$ cat config.mk
export PLATFORM = sky130hd
export DESIGN_NAME = pipe_stage_reg
export DESIGN_NICKNAME = d
export VERILOG_FILES = /design/src/rtl/pipe_pkg.sv /design/src/rtl/pipe_stage_reg.sv
export SDC_FILE = /design/constraint.sdc
export NUM_CORES = 1
export LEC_CHECK = 0
export ABC_AREA = 0
export BUFFER_PORTS_ARGS = -buffer_cell sky130_fd_sc_hd__buf_2
export CAP_MARGIN = 5
export CORE_ASPECT_RATIO = 1.75
export CORE_MARGIN = 2
export CORE_UTILIZATION = 45
export DETAILED_ROUTE_END_ITERATION = 8
export PLACE_DENSITY_LB_ADDON = 0.12
export SYNTH_ARGS = -nofsm -noshare
export SYNTH_HDL_FRONTEND = slang
export SYNTH_SLANG_ARGS = --single-unit
export TNS_END_PERCENT = 20
$ cat constraint.sdc
create_clock -name i_clk -period 3.64 [get_ports i_clk]
set_input_delay 0.182 -clock i_clk [delete_from_list [all_inputs] [get_ports i_clk]]
set_output_delay 0.182 -clock i_clk [all_outputs]
set_load 0.005 [all_outputs]
$ cat src/rtl/pipe_pkg.sv
// Shared types and default widths for the elastic pipeline stage registers.
package pipe_pkg;

    typedef enum logic [1:0] {
        ST_EMPTY,
        ST_BUSY,
        ST_FULL
    } pipe_state_e;

    localparam int unsigned PIPE_DATA_W = 32;
    localparam int unsigned PIPE_CTRL_W = 8;

endpackage

$ cat src/rtl/pipe_stage_reg.sv
// Elastic pipeline register with valid/ready handshake, optional skid slot, flush,
// and a control bus that is held at zero whenever the stage holds a bubble.
module pipe_stage_reg
    import pipe_pkg::*;
#(
    parameter int unsigned DATA_W = PIPE_DATA_W,
    parameter int unsigned CTRL_W = PIPE_CTRL_W,
    parameter int unsigned SKID   = 1
) (
    input  logic              i_clk,
    input  logic              i_rst_n,
    input  logic              i_flush,
    input  logic              i_valid,
    output logic              o_ready,
    input  logic [DATA_W-1:0] i_data,
    input  logic [CTRL_W-1:0] i_ctrl,
    output logic              o_valid,
    input  logic              i_ready,
    output logic [DATA_W-1:0] o_data,
    output logic [CTRL_W-1:0] o_ctrl,
    output logic [1:0]        o_count
);

    if (SKID != 0) begin : g_skid
        pipe_state_e       state_q, state_d;
        logic              ready_q;
        logic [DATA_W-1:0] main_data_q, skid_data_q;
        logic [CTRL_W-1:0] main_ctrl_q, skid_ctrl_q;
        logic              in_fire, out_fire;
        logic              main_ld, skid_ld, main_from_skid;

        assign in_fire  = i_valid & ready_q;
        assign out_fire = (state_q != ST_EMPTY) & i_ready;

        always_comb begin
            state_d        = state_q;
            main_ld        = 1'b0;
            skid_ld        = 1'b0;
            main_from_skid = 1'b0;
            if (i_flush) begin
                state_d = ST_EMPTY;
            end else begin
                unique case (state_q)
                    ST_EMPTY: begin
                        if (in_fire) begin
                            main_ld = 1'b1;
                            state_d = ST_BUSY;
                        end
                    end
                    ST_BUSY: begin
                        if (in_fire && out_fire) begin
                            main_ld = 1'b1;
                        end else if (in_fire) begin
                            skid_ld = 1'b1;
                            state_d = ST_FULL;
                        end else if (out_fire) begin
                            state_d = ST_EMPTY;
                        end
                    end
                    ST_FULL: begin
                        if (out_fire) begin
                            main_from_skid = 1'b1;
                            state_d        = ST_BUSY;
                        end
                    end
                    default: state_d = ST_EMPTY;
                endcase
            end
        end

        // o_ready is registered so upstream never sees a path from i_ready.
        always_ff @(posedge i_clk or negedge i_rst_n) begin
            if (!i_rst_n) begin
                state_q     <= ST_EMPTY;
                ready_q     <= 1'b1;
                main_data_q <= '0;
                main_ctrl_q <= '0;
                skid_data_q <= '0;
                skid_ctrl_q <= '0;
            end else begin
                state_q <= state_d;
                ready_q <= (state_d != ST_FULL);
                if (main_ld) begin
                    main_data_q <= i_data;
                end else if (main_from_skid) begin
                    main_data_q <= skid_data_q;
                end
                if (state_d == ST_EMPTY) begin
                    main_ctrl_q <= '0;
                end else if (main_ld) begin
                    main_ctrl_q <= i_ctrl;
                end else if (main_from_skid) begin
                    main_ctrl_q <= skid_ctrl_q;
                end
                if (skid_ld) begin
                    skid_data_q <= i_data;
                    skid_ctrl_q <= i_ctrl;
                end
            end
        end

        assign o_ready = ready_q;
        assign o_valid = (state_q != ST_EMPTY);
        assign o_data  = main_data_q;
        assign o_ctrl  = main_ctrl_q;
        assign o_count = (state_q == ST_FULL) ? 2'd2 :
                         (state_q == ST_BUSY) ? 2'd1 : 2'd0;
    end else begin : g_noskid
        logic              valid_q, valid_d;
        logic [DATA_W-1:0] data_q;
        logic [CTRL_W-1:0] ctrl_q;
        logic              ready, in_fire, out_fire;

        assign ready    = i_ready | ~valid_q;
        assign in_fire  = i_valid & ready;
        assign out_fire = valid_q & i_ready;

        always_comb begin
            valid_d = valid_q;
            if (i_flush) begin
                valid_d = 1'b0;
            end else if (in_fire) begin
                valid_d = 1'b1;
            end else if (out_fire) begin
                valid_d = 1'b0;
            end
        end

        always_ff @(posedge i_clk or negedge i_rst_n) begin
            if (!i_rst_n) begin
                valid_q <= 1'b0;
                data_q  <= '0;
                ctrl_q  <= '0;
            end else begin
                valid_q <= valid_d;
                if (!i_flush && in_fire) begin
                    data_q <= i_data;
                end
                if (!valid_d) begin
                    ctrl_q <= '0;
                end else if (!i_flush && in_fire) begin
                    ctrl_q <= i_ctrl;
                end
            end
        end

        assign o_ready = ready;
        assign o_valid = valid_q;
        assign o_data  = data_q;
        assign o_ctrl  = ctrl_q;
        assign o_count = {1'b0, valid_q};
    end

endmodule

==> results.toml <==
[status]
run_status = "finished, final reports clean"

[cells_and_area]
multiInputGateArea_um2 = 1490
register_area_um2 = 2078
num_antenna_cells = 0
fillCellCount = 745
most-common-layout-cells = "87 x buf_2, 82 x dfrtp_1, 42 x nor2_1, 41 x mux2i_1, 39 x mux2_4"
fin_cells = 462
final_layout_size_suffix_gt1_share_pct = 41.35
final_common_cell = "buf_2"
final_nets = 410
area_growth_pct = 19.30

[floorplanning]
core_area_um2 = 8203
fp.dieW_um = 72.86
row_count = 44
dieArea_um2 = 9070
initial_core_util_pct = 45.52
die_y_um = 124.5
io_pins = 89

[synth]
synthArstFlopShare_pct = 100.0
synth_area_um2 = 3734
ys_ff_latch = 83
yosys_warnings = 0
synth.avg_cell_area_um2 = 13.29
synth_edf_count = 0
synth_nets = 326
synth_ff_type = "dfrtp_1"
syn-instance-count = 281
seq_area_frac_synth_pct = 55.66
ys_types = 25

[worst_setup_path]
crit_path_max_fanout = 31
worstReg2RegEnd = "g_skid.skid_data_q[24]"
cp-end-kind = "flop"
required_ns = 3.86
rrSetupSlack_ns = 1.24
r2r-start = "o_ready"
ff2ff_path_depth = 4
start_kind = "flop"
crit_path_start = "o_ready"
arrival_ns = 2.62
crit_path_end = "g_skid.skid_data_q[24]"
critPathKind = "flop to flop"

[timing]
tns_ns = 0
finalHoldViolCount = 0
relSlewSlack_pct = 29.85
fmax_mhz = 416.6
setup_violations = 0
rsz0062_at_grt = "false"
tightest_slew_ns = 1.052
post-route-period-util_pct = 65.94
slew_violations = 0
fin_crit_ns = 2.400
finalClockSkew_ns = 0.006712
holdWs_ns = 0.02720

[clock_network]
htreeDepth = 3
cts.sinks = 83
hold_buffers = 0
clk_pin_slew_worst_paths_ns = 0.06
cts_root_buf = "clkbuf_16"
cts_tree = "built"
postCtsSetupBuffers = 0
ctsResizeCount = 0
cts_buffer_depth = 2
numCtsBuffers = 9
worstSkewPairLatency_ns = 0.33

[routing]
wl_per_cell_um = 16.11
routed_via_density = 5.158
vias = 2383
drtIter0Drc = 107
routed_wl_um = 7441
ant_nets = 0
dr.pass1.iters = 4
remaining_drc_errors = 0

[power]
p_leak_nw = 2.160
ir_drop_v = 0.0002553
power_density_nw_per_um2 = 591.7

[global_route]
grt_pass1_vias = 2576
grt_start_max_net_pins = 84
track_usage_pct = 17.93
antenna_found_initial = 0
overflow = 0
grt_pass1_wl_um = 12410

[job]
cap_viol_max_count = 0

[place]
gp_congestion = 0.7064
port_buffers = 88
dp_cells = 446
hpwl_um = 4947

[hold_path]
holdCritPathClass = "primary input to asynchronous set/reset pin"
[worst min-delay path by stage]
stage / to / slack (ns) / start / cells past startpoint
6_report: o_data[9] / 0.03 / i_rst_n / 1
3_5_place_dp: g_skid.state_q[0] / 0.40 / i_flush / 2
5_1_grt: g_skid.state_q[0] / 0.06 / i_flush / 2
4_1_cts: g_skid.state_q[0] / 0.05 / i_flush / 2
2_1_floorplan: g_skid.skid_ctrl_q[0] / -0.11 / i_rst_n / 0
3_3_place_gp: g_skid.state_q[0] / 0.41 / i_flush / 2
[synth_stat cells (2+ instances only)]
master	count	area [um2]
dfrtp_1	82	2052
nor2_1	42	157.7
mux2i_1	41	410.4
mux2_4	39	585.6
a21oi_1	33	165.2
a211oi_1	8	60.06
clkbuf_1	8	30.03
buf_12	4	80.08
buf_4	3	22.52
and2b_1	2	15.01
buf_2	2	10.01
buf_6	2	22.52
nand2_1	2	7.510
or4_1	2	15.01
[worst max-delay path, stage by stage (launching register included)]
cell and delay (ns):
dfstp_2 0.52, nand2_1 0.10, or4_2 0.86, buf_4 0.41
mux2_4 0.36
[layout make-up]
| type | instances | area share, % |
|---|---|---|
| Sequential cell | 83 | 46.66 |
| Clock inverter | 6 | 1.236 |
| Tap cell | 92 | 2.584 |
| Multi-Input combinational cell | 178 | 33.46 |
| Timing Repair Buffer | 92 | 10.62 |
| Inverter | 1 | 0.08427 |
| Clock buffer | 10 | 5.365 |
[per-layer routing]
layer  vias to the layer above  part of all wire, %  GRT usage, %  wire (um)
li1                       1150                    -             -          -
met1                      1156                   43         22.94       3199
met2                        64                   50         27.65       3712
met3                        13                  4.4         3.479        331
met4                         0                  2.7         10.57        198
met5                         -                    0             0          0
[sequential cells by signal (all words and copies together) (netlist names)]
signal	cells
g_skid.skid_data_q	32
o_data	32
g_skid.skid_ctrl_q	8
o_ctrl	8
g_skid.state_q	2
o_ready	1
[logic make-up after synthesis]
logic type	Yosys count	share of synthesized area [%]
flip-flops	83	55.66
buffers and inverters	20	4.524
AO/OA/AOI/OAI	45	6.870
AND/OR/NAND/NOR	52	5.965
multiplexers	81	26.98
[report_power, final]
| part | switching [mW] | internal [mW] |
|---|---|---|
| combinational | 0.174 | 0.307 |
| sequential | 0.123 | 1.14 |
| clock | 0.353 | 0.544 |
[through the flow]
step / setup slack (ns) / utilization (%) / area [um2] / power [mW]
finish: 1.240 / 54.30 / 4454 / 2.636
global route: 1.077 / 54.30 / 4454 / 2.776
CTS: 1.222 / 54.30 / 4454 / 2.670
detailed placement: 1.228 / 50.72 / 4160 / 1.760
global placement: 1.277 / 50.72 / 4160 / 1.744
floorplan: 1.830 / - / 3734 / 1.569
Power figures use the tool's default switching activity.
